### src/rtl/hazard_ctrl.sv
// -----------------------------------------------------------------------------
// hazard_ctrl
// Pipeline hazard controller that sits on the feedback side of the ID/EX
// register. It compares the instruction in ID (IF/ID outputs) against the one
// in EX (ID/EX outputs). It inserts load-use stall bubbles and squashes
// wrong-path instructions after a taken branch.
//
// Optional feature macro: HAZARD_STATS_EN
//   defined   -> stall_count / flush_count statistics counters are built
//   undefined -> both counters are tied to zero and no counter flops exist
//
// Parameters
//   LOAD_BUBBLES  bubbles inserted per load-use hazard (1..7)
//   FLUSH_CYCLES  cycles IFID_Flush/IDEX_Bubble are held after a taken branch (1..7)
//   CNT_W         width of the statistics counters
//
// Ports
//   clk           clock, all state changes on the rising edge
//   reset         asynchronous, active-low reset
//   IFID_rs1/rs2  source register fields of the instruction in ID
//   IFID_use_rs1  ID instruction reads rs1
//   IFID_use_rs2  ID instruction reads rs2
//   IDEX_rd       destination register of the instruction in EX
//   IDEX_MemRead  EX instruction is a load
//   branch_taken  branch resolved taken this cycle
//   PC_Write      1 = PC may update
//   IFID_Write    1 = IF/ID may load
//   IFID_Flush    1 = IF/ID loads a NOP
//   IDEX_Bubble   1 = ID/EX control inputs forced to zero
//   stall_count   load-use bubbles inserted (HAZARD_STATS_EN only)
//   flush_count   taken-branch flush events (HAZARD_STATS_EN only)
// -----------------------------------------------------------------------------
module hazard_ctrl #(
  parameter int LOAD_BUBBLES = 1,
  parameter int FLUSH_CYCLES = 2,
  parameter int CNT_W        = 32
) (
  input  logic             clk,
  input  logic             reset,
  input  logic [4:0]       IFID_rs1,
  input  logic [4:0]       IFID_rs2,
  input  logic             IFID_use_rs1,
  input  logic             IFID_use_rs2,
  input  logic [4:0]       IDEX_rd,
  input  logic             IDEX_MemRead,
  input  logic             branch_taken,
  output logic             PC_Write,
  output logic             IFID_Write,
  output logic             IFID_Flush,
  output logic             IDEX_Bubble,
  output logic [CNT_W-1:0] stall_count,
  output logic [CNT_W-1:0] flush_count
);

  // The remaining-cycle counter is only 3 bits, so both lengths must fit 1..7.
  if (LOAD_BUBBLES < 1 || LOAD_BUBBLES > 7) begin : g_bad_load_bubbles
    $error("hazard_ctrl: LOAD_BUBBLES must be in 1..7");
  end
  if (FLUSH_CYCLES < 1 || FLUSH_CYCLES > 7) begin : g_bad_flush_cycles
    $error("hazard_ctrl: FLUSH_CYCLES must be in 1..7");
  end

  // The cycle that detects the hazard is itself the first bubble, so the
  // follow-on state only has to cover the remaining N-1 cycles.
  localparam logic [2:0] STALL_INIT = 3'(LOAD_BUBBLES - 1);
  localparam logic [2:0] FLUSH_INIT = 3'(FLUSH_CYCLES - 1);

  typedef enum logic [1:0] {
    ST_RUN   = 2'd0,
    ST_STALL = 2'd1,
    ST_FLUSH = 2'd2
  } state_e;

  state_e     state_q, state_d;
  logic [2:0] cnt_q, cnt_d;
  logic       lu_hit;

  // Load-use hazard: the load in EX writes a register the ID instruction reads.
  // x0 is hard-wired to zero and can never cause a dependency.
  always_comb begin
    lu_hit = IDEX_MemRead && (IDEX_rd != 5'd0) &&
             ((IFID_use_rs1 && (IFID_rs1 == IDEX_rd)) ||
              (IFID_use_rs2 && (IFID_rs2 == IDEX_rd)));
  end

  // State and remaining-cycle counter registers.
  always_ff @(posedge clk or negedge reset) begin
    if (!reset) begin
      state_q <= ST_RUN;
      cnt_q   <= 3'd0;
    end else begin
      state_q <= state_d;
      cnt_q   <= cnt_d;
    end
  end

  // Next-state and Mealy outputs. A taken branch in RUN or STALL always wins
  // (it also aborts a stall in progress); once in FLUSH further branches are
  // from the wrong path and are ignored. A cnt of 1 marks the last cycle of a
  // STALL/FLUSH run; the cnt==0 guard only keeps the counter from wrapping.
  always_comb begin
    state_d     = state_q;
    cnt_d       = cnt_q;
    PC_Write    = 1'b1;
    IFID_Write  = 1'b1;
    IFID_Flush  = 1'b0;
    IDEX_Bubble = 1'b0;

    unique case (state_q)
      ST_RUN, ST_STALL: begin
        if (branch_taken) begin
          IFID_Flush  = 1'b1;
          IDEX_Bubble = 1'b1;
          if (FLUSH_CYCLES > 1) begin
            state_d = ST_FLUSH;
            cnt_d   = FLUSH_INIT;
          end else begin
            state_d = ST_RUN;
            cnt_d   = 3'd0;
          end
        end else if (state_q == ST_STALL) begin
          PC_Write    = 1'b0;
          IFID_Write  = 1'b0;
          IDEX_Bubble = 1'b1;
          if (cnt_q <= 3'd1) begin
            state_d = ST_RUN;
            cnt_d   = 3'd0;
          end else begin
            cnt_d = cnt_q - 3'd1;
          end
        end else if (lu_hit) begin
          PC_Write    = 1'b0;
          IFID_Write  = 1'b0;
          IDEX_Bubble = 1'b1;
          if (LOAD_BUBBLES > 1) begin
            state_d = ST_STALL;
            cnt_d   = STALL_INIT;
          end
        end
      end
      ST_FLUSH: begin
        IFID_Flush  = 1'b1;
        IDEX_Bubble = 1'b1;
        if (cnt_q <= 3'd1) begin
          state_d = ST_RUN;
          cnt_d   = 3'd0;
        end else begin
          cnt_d = cnt_q - 3'd1;
        end
      end
      default: begin
        state_d = ST_RUN;
        cnt_d   = 3'd0;
      end
    endcase

    // While reset is held the pipeline front end is frozen and fed bubbles.
    if (!reset) begin
      PC_Write    = 1'b0;
      IFID_Write  = 1'b0;
      IFID_Flush  = 1'b1;
      IDEX_Bubble = 1'b1;
    end
  end

`ifdef HAZARD_STATS_EN
  logic [CNT_W-1:0] stall_count_q, stall_count_d;
  logic [CNT_W-1:0] flush_count_q, flush_count_d;
  logic             stall_evt;
  logic             flush_evt;

  // A bubble counts as a stall only when it comes from a load-use hazard or
  // the STALL state and is not pre-empted by a taken branch in the same cycle.
  // A flush is counted once per branch accepted outside FLUSH.
  always_comb begin
    stall_evt     = !branch_taken &&
                    (((state_q == ST_RUN) && lu_hit) || (state_q == ST_STALL));
    flush_evt     = branch_taken && (state_q != ST_FLUSH);
    stall_count_d = stall_count_q + (stall_evt ? CNT_W'(1) : CNT_W'(0));
    flush_count_d = flush_count_q + (flush_evt ? CNT_W'(1) : CNT_W'(0));
  end

  // Statistics counters; they wrap naturally modulo 2^CNT_W.
  always_ff @(posedge clk or negedge reset) begin
    if (!reset) begin
      stall_count_q <= '0;
      flush_count_q <= '0;
    end else begin
      stall_count_q <= stall_count_d;
      flush_count_q <= flush_count_d;
    end
  end

  assign stall_count = stall_count_q;
  assign flush_count = flush_count_q;
`else
  assign stall_count = '0;
  assign flush_count = '0;
`endif

endmodule
### config.mk
export PLATFORM = sky130hd
export DESIGN_NAME = hazard_ctrl
export DESIGN_NICKNAME = d
export VERILOG_FILES = /design/src/rtl/hazard_ctrl.sv
export SDC_FILE = /design/constraint.sdc
export NUM_CORES = 1
export LEC_CHECK = 0
export ABC_AREA = 1
export ABC_CLOCK_PERIOD_IN_PS = 3900
export BUFFER_PORTS_ARGS = -buffer_cell sky130_fd_sc_hd__buf_2
export CELL_PAD_IN_SITES_DETAIL_PLACEMENT = 0
export CELL_PAD_IN_SITES_GLOBAL_PLACEMENT = 1
export CORE_MARGIN = 3
export CORE_UTILIZATION = 25
export CTS_CLUSTER_DIAMETER = 150
export DETAILED_ROUTE_END_ITERATION = 7
export PLACE_DENSITY_LB_ADDON = 0.1
export SYNTH_ARGS = -nofsm -noshare
export SYNTH_HDL_FRONTEND = slang
export SYNTH_SLANG_ARGS = --single-unit
### constraint.sdc
create_clock -name clk -period 3.9 [get_ports clk]
set_clock_uncertainty 0.05 [all_clocks]
set_input_delay 0.195 -clock clk [delete_from_list [all_inputs] [get_ports clk]]
set_output_delay 0.195 -clock clk [all_outputs]
set_load 0.02 [all_outputs]
==> results.sh, run 1 <==
export IMPL_p_sw_uw=201
export IMPL_leakagePower_uw=0.000670
export IMPL_grt_ovfl_total=0
export IMPL_ctsHoldBuffers=1
export IMPL_period_needed_ns=1.57
export IMPL_synth_top_cell_by_area="buf_4"
export IMPL_grt_pass1_vias=648
export IMPL_status="finished, final reports clean"
export IMPL_synth_cell_area_mm2=0.00101
export IMPL_synthArstFlopShare=1.00
export IMPL_synth_most_common_cell="buf_4"
export IMPL_drt_first_iter_violations=13
export IMPL_syn_inst=163
export IMPL_cts_sinks=5
export IMPL_wl_per_cell_um=7.38
export IMPL_yosys_area_top_type_share=0.483
export IMPL_clockBufferDepth=2
export IMPL_insertion_delay_ns=0.23
export IMPL_cp_required_ns=3.65
export IMPL_cts_buffers_inserted=3
export IMPL_hold_path_class="input pin to flip-flop"
export IMPL_rsz0062_at_grt="false"
export IMPL_synth_edf_count=0
export IMPL_cellPowerDensity_mw_per_mm2=409
export IMPL_row_count=22
export IMPL_diodes=0
export IMPL_dieWidth_um=69.6
export IMPL_first_pass_iters=4
export IMPL_holdWs_ns=0.139
export IMPL_synth_flop_cell="dfrtp_1"
export IMPL_ys_ff_latch=5
export IMPL_fin_setup_tns_ns=0
export IMPL_gp_congestion=0.776
export IMPL_placed_area_um2=938
export IMPL_critical_path_endpoint_type="output port"
export IMPL_syn_to_final_growth_pct=-1.61
export IMPL_numPortBuffers=24
export IMPL_grt_max_degree=8
export IMPL_antenna_found_initial=0
export IMPL_yosys_warnings=0
export IMPL_utilization=0.263
export IMPL_p_sw_frac=0.495
export IMPL_period_share=0.403
export IMPL_synth_distinct_cells=16
export IMPL_hold_viol=0
export IMPL_grt_usage=0.0684
export IMPL_tritoncts="built"
export IMPL_start_util=0.268
export IMPL_dp_hpwl_mm=1.56
export IMPL_p_comb_frac=0.546
export IMPL_clock_fmax_mhz=637
export IMPL_ir_worst_vdd_v=0.000132
export IMPL_crit_fanout=7
export IMPL_drc=0
export IMPL_startpoint_type="input pin"
export IMPL_cts_resized_gates=0
export IMPL_via_per_inst=3.45
export IMPL_path_class="input pin to output port"
export IMPL_die_height_um=69.6
export IMPL_ys_top_cells_by_area="buf_4 (48%), nand2_1 (15%), dfrtp_1 (12%), inv_1 (7.8%), nor2_1 (4.5%)"
export IMPL_final_area_um2=993
export IMPL_p_seq_frac=0.214
export IMPL_cts_root_buf="clkbuf_8"
export IMPL_design_die_area_mm2=0.00484
export IMPL_clkPwrFrac=0.240
export IMPL_p_int_uw=205
export IMPL_via_count=822
export IMPL_p_total_uw=406
export IMPL_arrival_ns=1.33
export IMPL_antenna_left=0
export IMPL_seq_area_frac_synth=0.124
export IMPL_wl_mm=1.76
export IMPL_avgSynthCellArea_um2=6.19
export IMPL_grt_pass1_wl_mm=2.73
export IMPL_core_mm2=0.00377
export IMPL_postCtsSetupBuffers=0
export IMPL_htree_levels=1
export IMPL_final_max_slew_violation_count=0
export IMPL_synth_common_cells="buf_4 (65), nand2_1 (40), inv_1 (21)"
export IMPL_final_nets=214
export IMPL_layout_drive_gt1_share=0.153
export IMPL_pin_count=89
export IMPL_cts_clk_slew_worst_paths_ns=0.04
export IMPL_setup_viol=0
export IMPL_cap_violations=0
==> power by group through the flow <==
stage / clock network [µW] / logic, µW / registers (µW)
2_1_floorplan: 0 / 228 / 84.1
3_3_place_gp: 0 / 224 / 87.0
3_5_place_dp: 0 / 221 / 86.9
4_1_cts: 103 / 223 / 86.9
5_1_grt: 105 / 260 / 90.2
6_report: 97.4 / 222 / 86.9
==> layout by cell type, fill, tap and decap left out, drive strengths merged <==
master       instances
nand4                1
nor2                12
dlygate4sd3          1
ha                   2
o211ai               1
nand3                5
o21ai                4
inv                 22
nand2               40
conb                64
clkbuf               4
a21oi                3
buf                 24
dfrtp                5
nor3                 1
o22ai                1
==> registers in the layout, indices dropped and copies added (netlist names) <==
| register | cells |
|---|---|
| cnt_q | 3 |
| state_q | 2 |
==> cell families after synthesis <==
group                      Yosys count  synth area share
other                                1           0.00371
buffers and inverters               87             0.565
AOI/OAI and AO/OA                    9            0.0483
DFF                                  5             0.124
and+or+nand+nor                     59             0.234
adders and majority gates            2            0.0248
==> cell type report <==
class | instances | area [µm²]
tap | 48 | 60.1
fill | 435 | 2780
clock buffer | 4 | 45.0
inverter | 22 | 82.6
timing repair buffer | 25 | 130
multi-input combinational | 134 | 551
sequential | 5 | 125
==> worst paths after layout <==
kind / slack, ns / end / cells past startpoint / from
worst min register to register: 0.52 / cnt_q[2] / 2 / cnt_q[2]
worst min-delay path: 0.14 / state_q[0] / 2 / branch_taken
min in group asynchronous: 0.28 / state_q[1] / 2 / reset
worst max register to register: 2.57 / cnt_q[1] / 7 / cnt_q[1]
max in group asynchronous: 3.37 / cnt_q[1] / 2 / reset
worst max-delay path: 2.33 / PC_Write / 5 / reset
==> metrics by stage <==
| stage | worst slack, ns | cells |
|---|---|---|
| after floorplan | 2.39 | 226 |
| after global placement | 2.48 | 233 |
| after detailed placement | 2.42 | 233 |
| after CTS | 2.32 | 238 |
| after global routing | 2.20 | 238 |
| final | 2.33 | 238 |
==> critical path, stage by stage <==
cell	delay [ns]
dlygate4sd3_1	0.52
buf_2	0.18
inv_1	0.05
a21oi_1	0.17
buf_2	0.20
==> per-layer routing <==
metal,GRT usage,vias to the layer above,routed length (µm)
li1,-,413,-
met1,0.0855,343,688
met2,0.110,63,777
met3,0.0203,3,272
met4,0.0260,0,19
met5,0,-,0
Power figures use the tool's default switching activity.
==> inputs of run 2 (changes only) <==
--- a/config.mk
+++ b/config.mk
@@ -5,13 +5,13 @@
 export SDC_FILE = /design/constraint.sdc
 export NUM_CORES = 1
 export LEC_CHECK = 0
-export ABC_AREA = 1
-export ABC_CLOCK_PERIOD_IN_PS = 3900
+export ABC_AREA = 0
+export ABC_CLOCK_PERIOD_IN_PS = 1550
 export BUFFER_PORTS_ARGS = -buffer_cell sky130_fd_sc_hd__buf_2
 export CELL_PAD_IN_SITES_DETAIL_PLACEMENT = 0
 export CELL_PAD_IN_SITES_GLOBAL_PLACEMENT = 1
 export CORE_MARGIN = 3
-export CORE_UTILIZATION = 25
+export CORE_UTILIZATION = 24
 export CTS_CLUSTER_DIAMETER = 150
 export DETAILED_ROUTE_END_ITERATION = 7
 export PLACE_DENSITY_LB_ADDON = 0.1
==> constraint.sdc (replaced) <==
create_clock -name clk -period 1.55 [get_ports clk]
set_clock_uncertainty 0.05 [all_clocks]
set_input_delay 0.0775 -clock clk [delete_from_list [all_inputs] [get_ports clk]]
set_output_delay 0.0775 -clock clk [all_outputs]
set_load 0.02 [all_outputs]
==> run 2 against run 1 <==
  * Design area increased by 3.4%
  * Cell count decreased by 16%
  * Non-clock buffer count increased by 3
  * Register-to-register slack got worse by 2.4 ns
  * Hold slack improved by 0.015 ns
  * Critical path type is now flip-flop to output port
  * Synthesized cell count decreased by 24%
  * Sequential share of layout area decreased by 0.17 points
  * Critical path depth decreased by 2
==> results.sh, run 2 <==
export IMPL_status="finished, final reports clean"
export IMPL_insertion_delay_ns=0.22
export IMPL_cts_root_buf="clkbuf_8"
export IMPL_fin_ws_ns=0.0358
export IMPL_antenna_found_initial=0
export IMPL_p_sw_frac=0.462
export IMPL_cp_required_ns=1.42
export IMPL_pin_count=89
export IMPL_cts_clk_slew_worst_paths_ns=0.03
export IMPL_layout_drive_gt1_share=0.257
export IMPL_die_height_um=69.6
export IMPL_fin_setup_tns_ns=0
export IMPL_wl_per_cell_um=8.37
export IMPL_wl_mm=1.67
export IMPL_antenna_left=0
export IMPL_start_util=0.257
export IMPL_final_cells=200
export IMPL_cts_sinks=5
export IMPL_dp_hpwl_mm=1.47
export IMPL_leakagePower_uw=0.000545
export IMPL_syn_inst=124
export IMPL_holdWs_ns=0.155
export IMPL_final_max_slew_violation_count=0
export IMPL_period_share=0.977
export IMPL_p_sw_uw=536
export IMPL_synth_flop_cell="dfrtp_1"
export IMPL_core_mm2=0.00377
export IMPL_cp_cell_sequence="or2_4 > o311a_4 > buf_6"
export IMPL_drt_first_iter_violations=37
export IMPL_synth_common_cells="buf_4 (65), xor2_1 (8)"
export IMPL_crit_fanout=3
export IMPL_top_register="cnt_q"
export IMPL_layout_common_cells="conb_1 (64), buf_2 (21), xor2_1 (8), inv_1 (5)"
export IMPL_drc=0
export IMPL_clock_fmax_mhz=660
export IMPL_ys_ff_latch=5
export IMPL_cts_buffers_inserted=3
export IMPL_synth_cell_area_um2=971
export IMPL_setup_viol=0
export IMPL_slowest_delay_ns=0.40
export IMPL_grt_max_degree=9
export IMPL_synth_most_common_cell="buf_4"
export IMPL_first_pass_iters=3
export IMPL_synth_edf_count=0
export IMPL_seq_area_frac_synth=0.129
export IMPL_period_needed_ns=1.51
export IMPL_diodes=0
export IMPL_dpl_cell_count=192
export IMPL_path_class="flip-flop to output port"
export IMPL_avgSynthCellArea_um2=7.83
export IMPL_cap_violations=0
export IMPL_final_common_cell="conb_1"
export IMPL_cellPowerDensity_mw_per_mm2=1130
export IMPL_clkPwrFrac=0.205
export IMPL_syn_to_final_growth_pct=5.80
export IMPL_hold_viol=0
export IMPL_tritoncts="built"
export IMPL_htree_levels=1
export IMPL_dieWidth_um=69.6
export IMPL_p_int_uw=623
export IMPL_via_per_inst=3.40
export IMPL_slowest_stage="dfrtp_2"
export IMPL_yosys_area_top_type_share=0.503
export IMPL_ir_worst_vdd_v=0.000307
export IMPL_p_comb_frac=0.593
export IMPL_numPortBuffers=24
export IMPL_row_count=22
export IMPL_n_fill_cell=415
export IMPL_rsz0062_at_grt="false"
export IMPL_arrival_ns=1.39
export IMPL_clockBufferDepth=2
export IMPL_top_regs="cnt_q x3, state_q x2"
export IMPL_yosys_warnings=0
export IMPL_design_die_area_mm2=0.00484
export IMPL_startpoint_type="flip-flop"
export IMPL_hold_path_class="input pin to flip-flop"
export IMPL_largest_reg_flops=3
export IMPL_grt_ovfl_total=0
export IMPL_gp_congestion=0.670
export IMPL_critical_path_endpoint_type="output port"
export IMPL_final_nets=176
export IMPL_synth_top_cell_by_area="buf_4"
export IMPL_dp_slack_ns=0.0721
export IMPL_grt_usage=0.0619
export IMPL_grt_pass1_vias=575
export IMPL_grt_pass1_wl_mm=2.50
export IMPL_synthArstFlopShare=1.00
export IMPL_ys_top_cells_by_area="buf_4 (50%), dfrtp_1 (13%), xor2_1 (7.2%), xnor2_1 (2.7%), ha_1 (2.6%)"
export IMPL_synth_distinct_cells=25
export IMPL_via_count=679
export IMPL_p_seq_frac=0.202
[run 2: power groups by stage]
| stage | logic (µW) | registers (µW) | clock network (µW) |
|---|---|---|---|
| after floorplan | 609 | 212 | 0 |
| after global placement | 576 | 255 | 0 |
| after detailed placement | 568 | 250 | 0 |
| after CTS | 627 | 238 | 248 |
| after global routing | 774 | 246 | 262 |
| final | 687 | 234 | 238 |
[run 2: timing repair]
item | 4_1_cts | 5_1_grt
gates cloned | 0 | 0
hold buffers | 1 | 0
buffers inserted | 2 | 1
endpoints found under the setup margin | 2 | 3
resized for setup | 1 | 15
hold endpoints to repair | 5 | 0
pin swaps | 0 | 1
[run 2: per-stage QoR]
stage	total power [µW]	area [µm²]	utilization
final	1160	1030	0.272
after global routing	1280	1030	0.272
after CTS	1110	963	0.255
after detailed placement	818	892	0.237
after global placement	830	892	0.237
after floorplan	821	1210	-
[run 2: path summary, 6_finish.rpt]
check / startpoint / endpoint / slack (ns) / depth (start not counted)
max: state_q[1] / PC_Write / 0.04 / 3
min: branch_taken / state_q[1] / 0.15 / 3
max reg2reg: state_q[1] / cnt_q[2] / 0.12 / 6
min reg2reg: state_q[0] / cnt_q[1] / 0.51 / 1
max in group asynchronous: reset / state_q[0] / 1.10 / 2
min in group asynchronous: reset / cnt_q[2] / 0.18 / 2
[run 2: cell type report]
| type | count | area, µm² | share of cell area |
|---|---|---|---|
| multi-input combinational | 110 | 608 | 0.592 |
| inverter | 5 | 18.8 | 0.0183 |
| timing repair buffer | 28 | 168 | 0.163 |
| sequential | 5 | 128 | 0.124 |
| tap | 48 | 60.1 | 0.0585 |
| clock buffer | 4 | 45.0 | 0.0438 |
[run 2: cells by family (layout without fill, tap and decap cells)]
| family | Yosys count | in the layout | synth area share |
|---|---|---|---|
| other | 1 | 64 | 0.00386 |
| flip-flops | 5 | 5 | 0.129 |
| adder cells (fa/ha/maj) | 2 | 2 | 0.0258 |
| XOR/XNOR | 11 | 11 | 0.0992 |
| buffers and inverters | 72 | 37 | 0.530 |
| AND/OR/NAND/NOR | 18 | 18 | 0.107 |
| AO/OA/AOI/OAI | 15 | 15 | 0.106 |
[run 2: routing by layer]
metal  track usage  vias up  share of wire
met5             0        -              0
li1              -      325              -
met4        0.0130        0         0.0048
met3        0.0290        2           0.16
met1        0.0691      298           0.33
met2         0.107       54           0.51
[run 2: critical path, delay by kind of cell, from the launching register on]
| family | cells | cell delay (ns) |
|---|---|---|
| buffers and inverters | 1 | 0.13 |
| AO/OA/AOI/OAI | 1 | 0.38 |
| flip-flops | 1 | 0.40 |
| AND/OR/NAND/NOR | 1 | 0.25 |
==> inputs of run 3 (changes only) <==
--- a/config.mk
+++ b/config.mk
@@ -5,13 +5,14 @@
 export SDC_FILE = /design/constraint.sdc
 export NUM_CORES = 1
 export LEC_CHECK = 0
-export ABC_AREA = 0
+export ABC_AREA = 1
 export ABC_CLOCK_PERIOD_IN_PS = 1550
 export BUFFER_PORTS_ARGS = -buffer_cell sky130_fd_sc_hd__buf_2
 export CELL_PAD_IN_SITES_DETAIL_PLACEMENT = 0
 export CELL_PAD_IN_SITES_GLOBAL_PLACEMENT = 1
+export CORE_ASPECT_RATIO = 0.6
 export CORE_MARGIN = 3
-export CORE_UTILIZATION = 24
+export CORE_UTILIZATION = 23
 export CTS_CLUSTER_DIAMETER = 150
 export DETAILED_ROUTE_END_ITERATION = 7
 export PLACE_DENSITY_LB_ADDON = 0.1
==> run 3 against run 2 <==
  * Clock power up 3%
  * Critical path depth grew 2
  * Non-clock buffer count decreased by 3
==> results.sh, run 3 (synthesized netlist as in run 1, its figures left out) <==
export IMPL_cp_required_ns=1.42
export IMPL_grt_ovfl_total=0
export IMPL_postCtsSetupBuffers=0
export IMPL_wl_per_cell_um=7.33
export IMPL_holdWs_ns=0.0189
export IMPL_antenna_found_initial=0
export IMPL_period_needed_ns=1.39
export IMPL_routed_top_layer="met4"
export IMPL_tritoncts="built"
export IMPL_setup_viol=0
export IMPL_insertion_delay_ns=0.22
export IMPL_seq_area_um2=125
export IMPL_final_area_mm2=0.00100
export IMPL_leakagePower_uw=0.000670
export IMPL_cap_violations=0
export IMPL_hold_viol=0
export IMPL_cellPowerDensity_mw_per_mm2=1020
export IMPL_top_register="cnt_q"
export IMPL_clockBufferDepth=2
export IMPL_dp_slack_ns=0.213
export IMPL_final_nets=214
export IMPL_wl_met2_um=731
export IMPL_numPortBuffers=24
export IMPL_critical_path_endpoint_type="output port"
export IMPL_largest_reg_flops=3
export IMPL_slowest_delay_ns=0.37
export IMPL_pin_count=89
export IMPL_grt_pass1_wl_mm=2.73
export IMPL_drt_first_iter_violations=16
export IMPL_dieWidth_um=91.5
export IMPL_ir_worst_vdd_v=0.000317
export IMPL_dr_wl_met3_um=274
export IMPL_crit_fanout=4
export IMPL_cts_clk_slew_worst_paths_ns=0.04
export IMPL_cts_buffers_inserted=3
export IMPL_start_util=0.257
export IMPL_period_share=0.897
export IMPL_slowest_stage="dfrtp_1"
export IMPL_clock_fmax_mhz=719
export IMPL_dp_hpwl_mm=1.61
export IMPL_grt_usage=0.0661
export IMPL_cp_cell_sequence="inv_1 > nand2_1 > nand2_1 > a21oi_1 > buf_2"
export IMPL_status="finished, final reports clean"
export IMPL_path_class="flip-flop to output port"
export IMPL_hold_path_class="input pin to flip-flop"
export IMPL_n_fill_cell=457
export IMPL_layout_common_cells="conb_1 (64), nand2_1 (40), buf_2 (24), inv_1 (21), nor2_1 (12)"
export IMPL_placed_area_um2=950
export IMPL_worst_path_buf_inv=2
export IMPL_layout_drive_gt1_share=0.153
export IMPL_fin_setup_tns_ns=0
export IMPL_crit_family="flip-flops"
export IMPL_utilization=0.255
export IMPL_startpoint_type="flip-flop"
export IMPL_top_regs="cnt_q x3, state_q x2"
export IMPL_final_common_cell="conb_1"
export IMPL_row_count=17
export IMPL_htree_levels=1
export IMPL_die_height_um=57.3
export IMPL_via_count=787
export IMPL_grt_max_degree=8
export IMPL_design_die_area_mm2=0.00525
export IMPL_diodes=0
export IMPL_syn_to_final_growth_pct=-0.496
export IMPL_arrival_ns=1.26
export IMPL_gp_congestion=0.790
export IMPL_via_per_inst=3.19
export IMPL_antenna_left=0
export IMPL_worst_path_most_repeated_cell="nand2_1"
export IMPL_first_pass_iters=4
export IMPL_drc=0
export IMPL_wl_met1_um=789
export IMPL_cts_root_buf="clkbuf_8"
export IMPL_grt_pass1_vias=611
export IMPL_core_mm2=0.00394
export IMPL_final_max_slew_violation_count=0
export IMPL_fin_ws_ns=0.159
export IMPL_rsz0062_at_grt="false"
export IMPL_multiInputGateArea_um2=551
export IMPL_cts_sinks=5
export IMPL_wl_mm=1.81
[run 3: cell count changes in the layout (fill, tap and decap cells not counted), moves of 3 or more]
cell | before | now
buf_2 | 21 | 24
xor2_1 | 8 | 0
nand2b_1 | 4 | 0
buf_4 | 4 | 0
xnor2_1 | 3 | 0
nand2_1 | 1 | 40
inv_1 | 5 | 21
nor2_1 | 4 | 12
nand3_1 | 0 | 5
[run 3: cell type report]
class                      count  area share
multi-input combinational    134       0.548
timing repair buffer          25       0.130
sequential                     5       0.125
inverter                      22      0.0822
tap                           57      0.0710
clock buffer                   4      0.0448
[run 3: per-stage QoR]
step | total power, µW | std cells
4_1_cts | 1030 | 247
3_3_place_gp | 800 | 242
5_1_grt | 1130 | 247
6_report | 1030 | 247
3_5_place_dp | 776 | 242
2_1_floorplan | 785 | 226
[run 3: final timing paths]
check                             start         end  slack (ns)  cells past startpoint
min in group asynchronous         reset    cnt_q[1]        0.17                      2
setup / recovery             state_q[1]  IFID_Write        0.16                      5
max in group asynchronous         reset    cnt_q[2]        1.13                      2
setup reg to reg               cnt_q[1]    cnt_q[0]        0.21                      7
hold / removal             branch_taken  state_q[0]        0.02                      2
hold reg to reg                cnt_q[2]    cnt_q[2]        0.53                      2
[run 3: worst register-to-register path, delay by kind of cell, from the launching register on]
kind                       cells  cell delay [ns]
DFF                            1             0.37
AOI/OAI and AO/OA              2             0.33
buffers and inverters          3             0.23
adders and majority gates      1             0.15
and+or+nand+nor                1             0.08
[run 3: layer usage]
| metal | vias up | GRT usage |
|---|---|---|
| met5 | - | 0 |
| met1 | 316 | 0.0863 |
| met2 | 55 | 0.0914 |
| met4 | 0 | 0.0258 |
| met3 | 3 | 0.0343 |
| li1 | 413 | - |
[run 3: power by group]
part,switching [µW],internal (µW)
sequential,38.4,183
combinational,404,159
clock,67.0,177
[run 3: repair_timing]
action / CTS / global route
hold buffers: 1 / 0
endpoints found under the hold margin: 5 / 0
gates resized for setup: 0 / 0
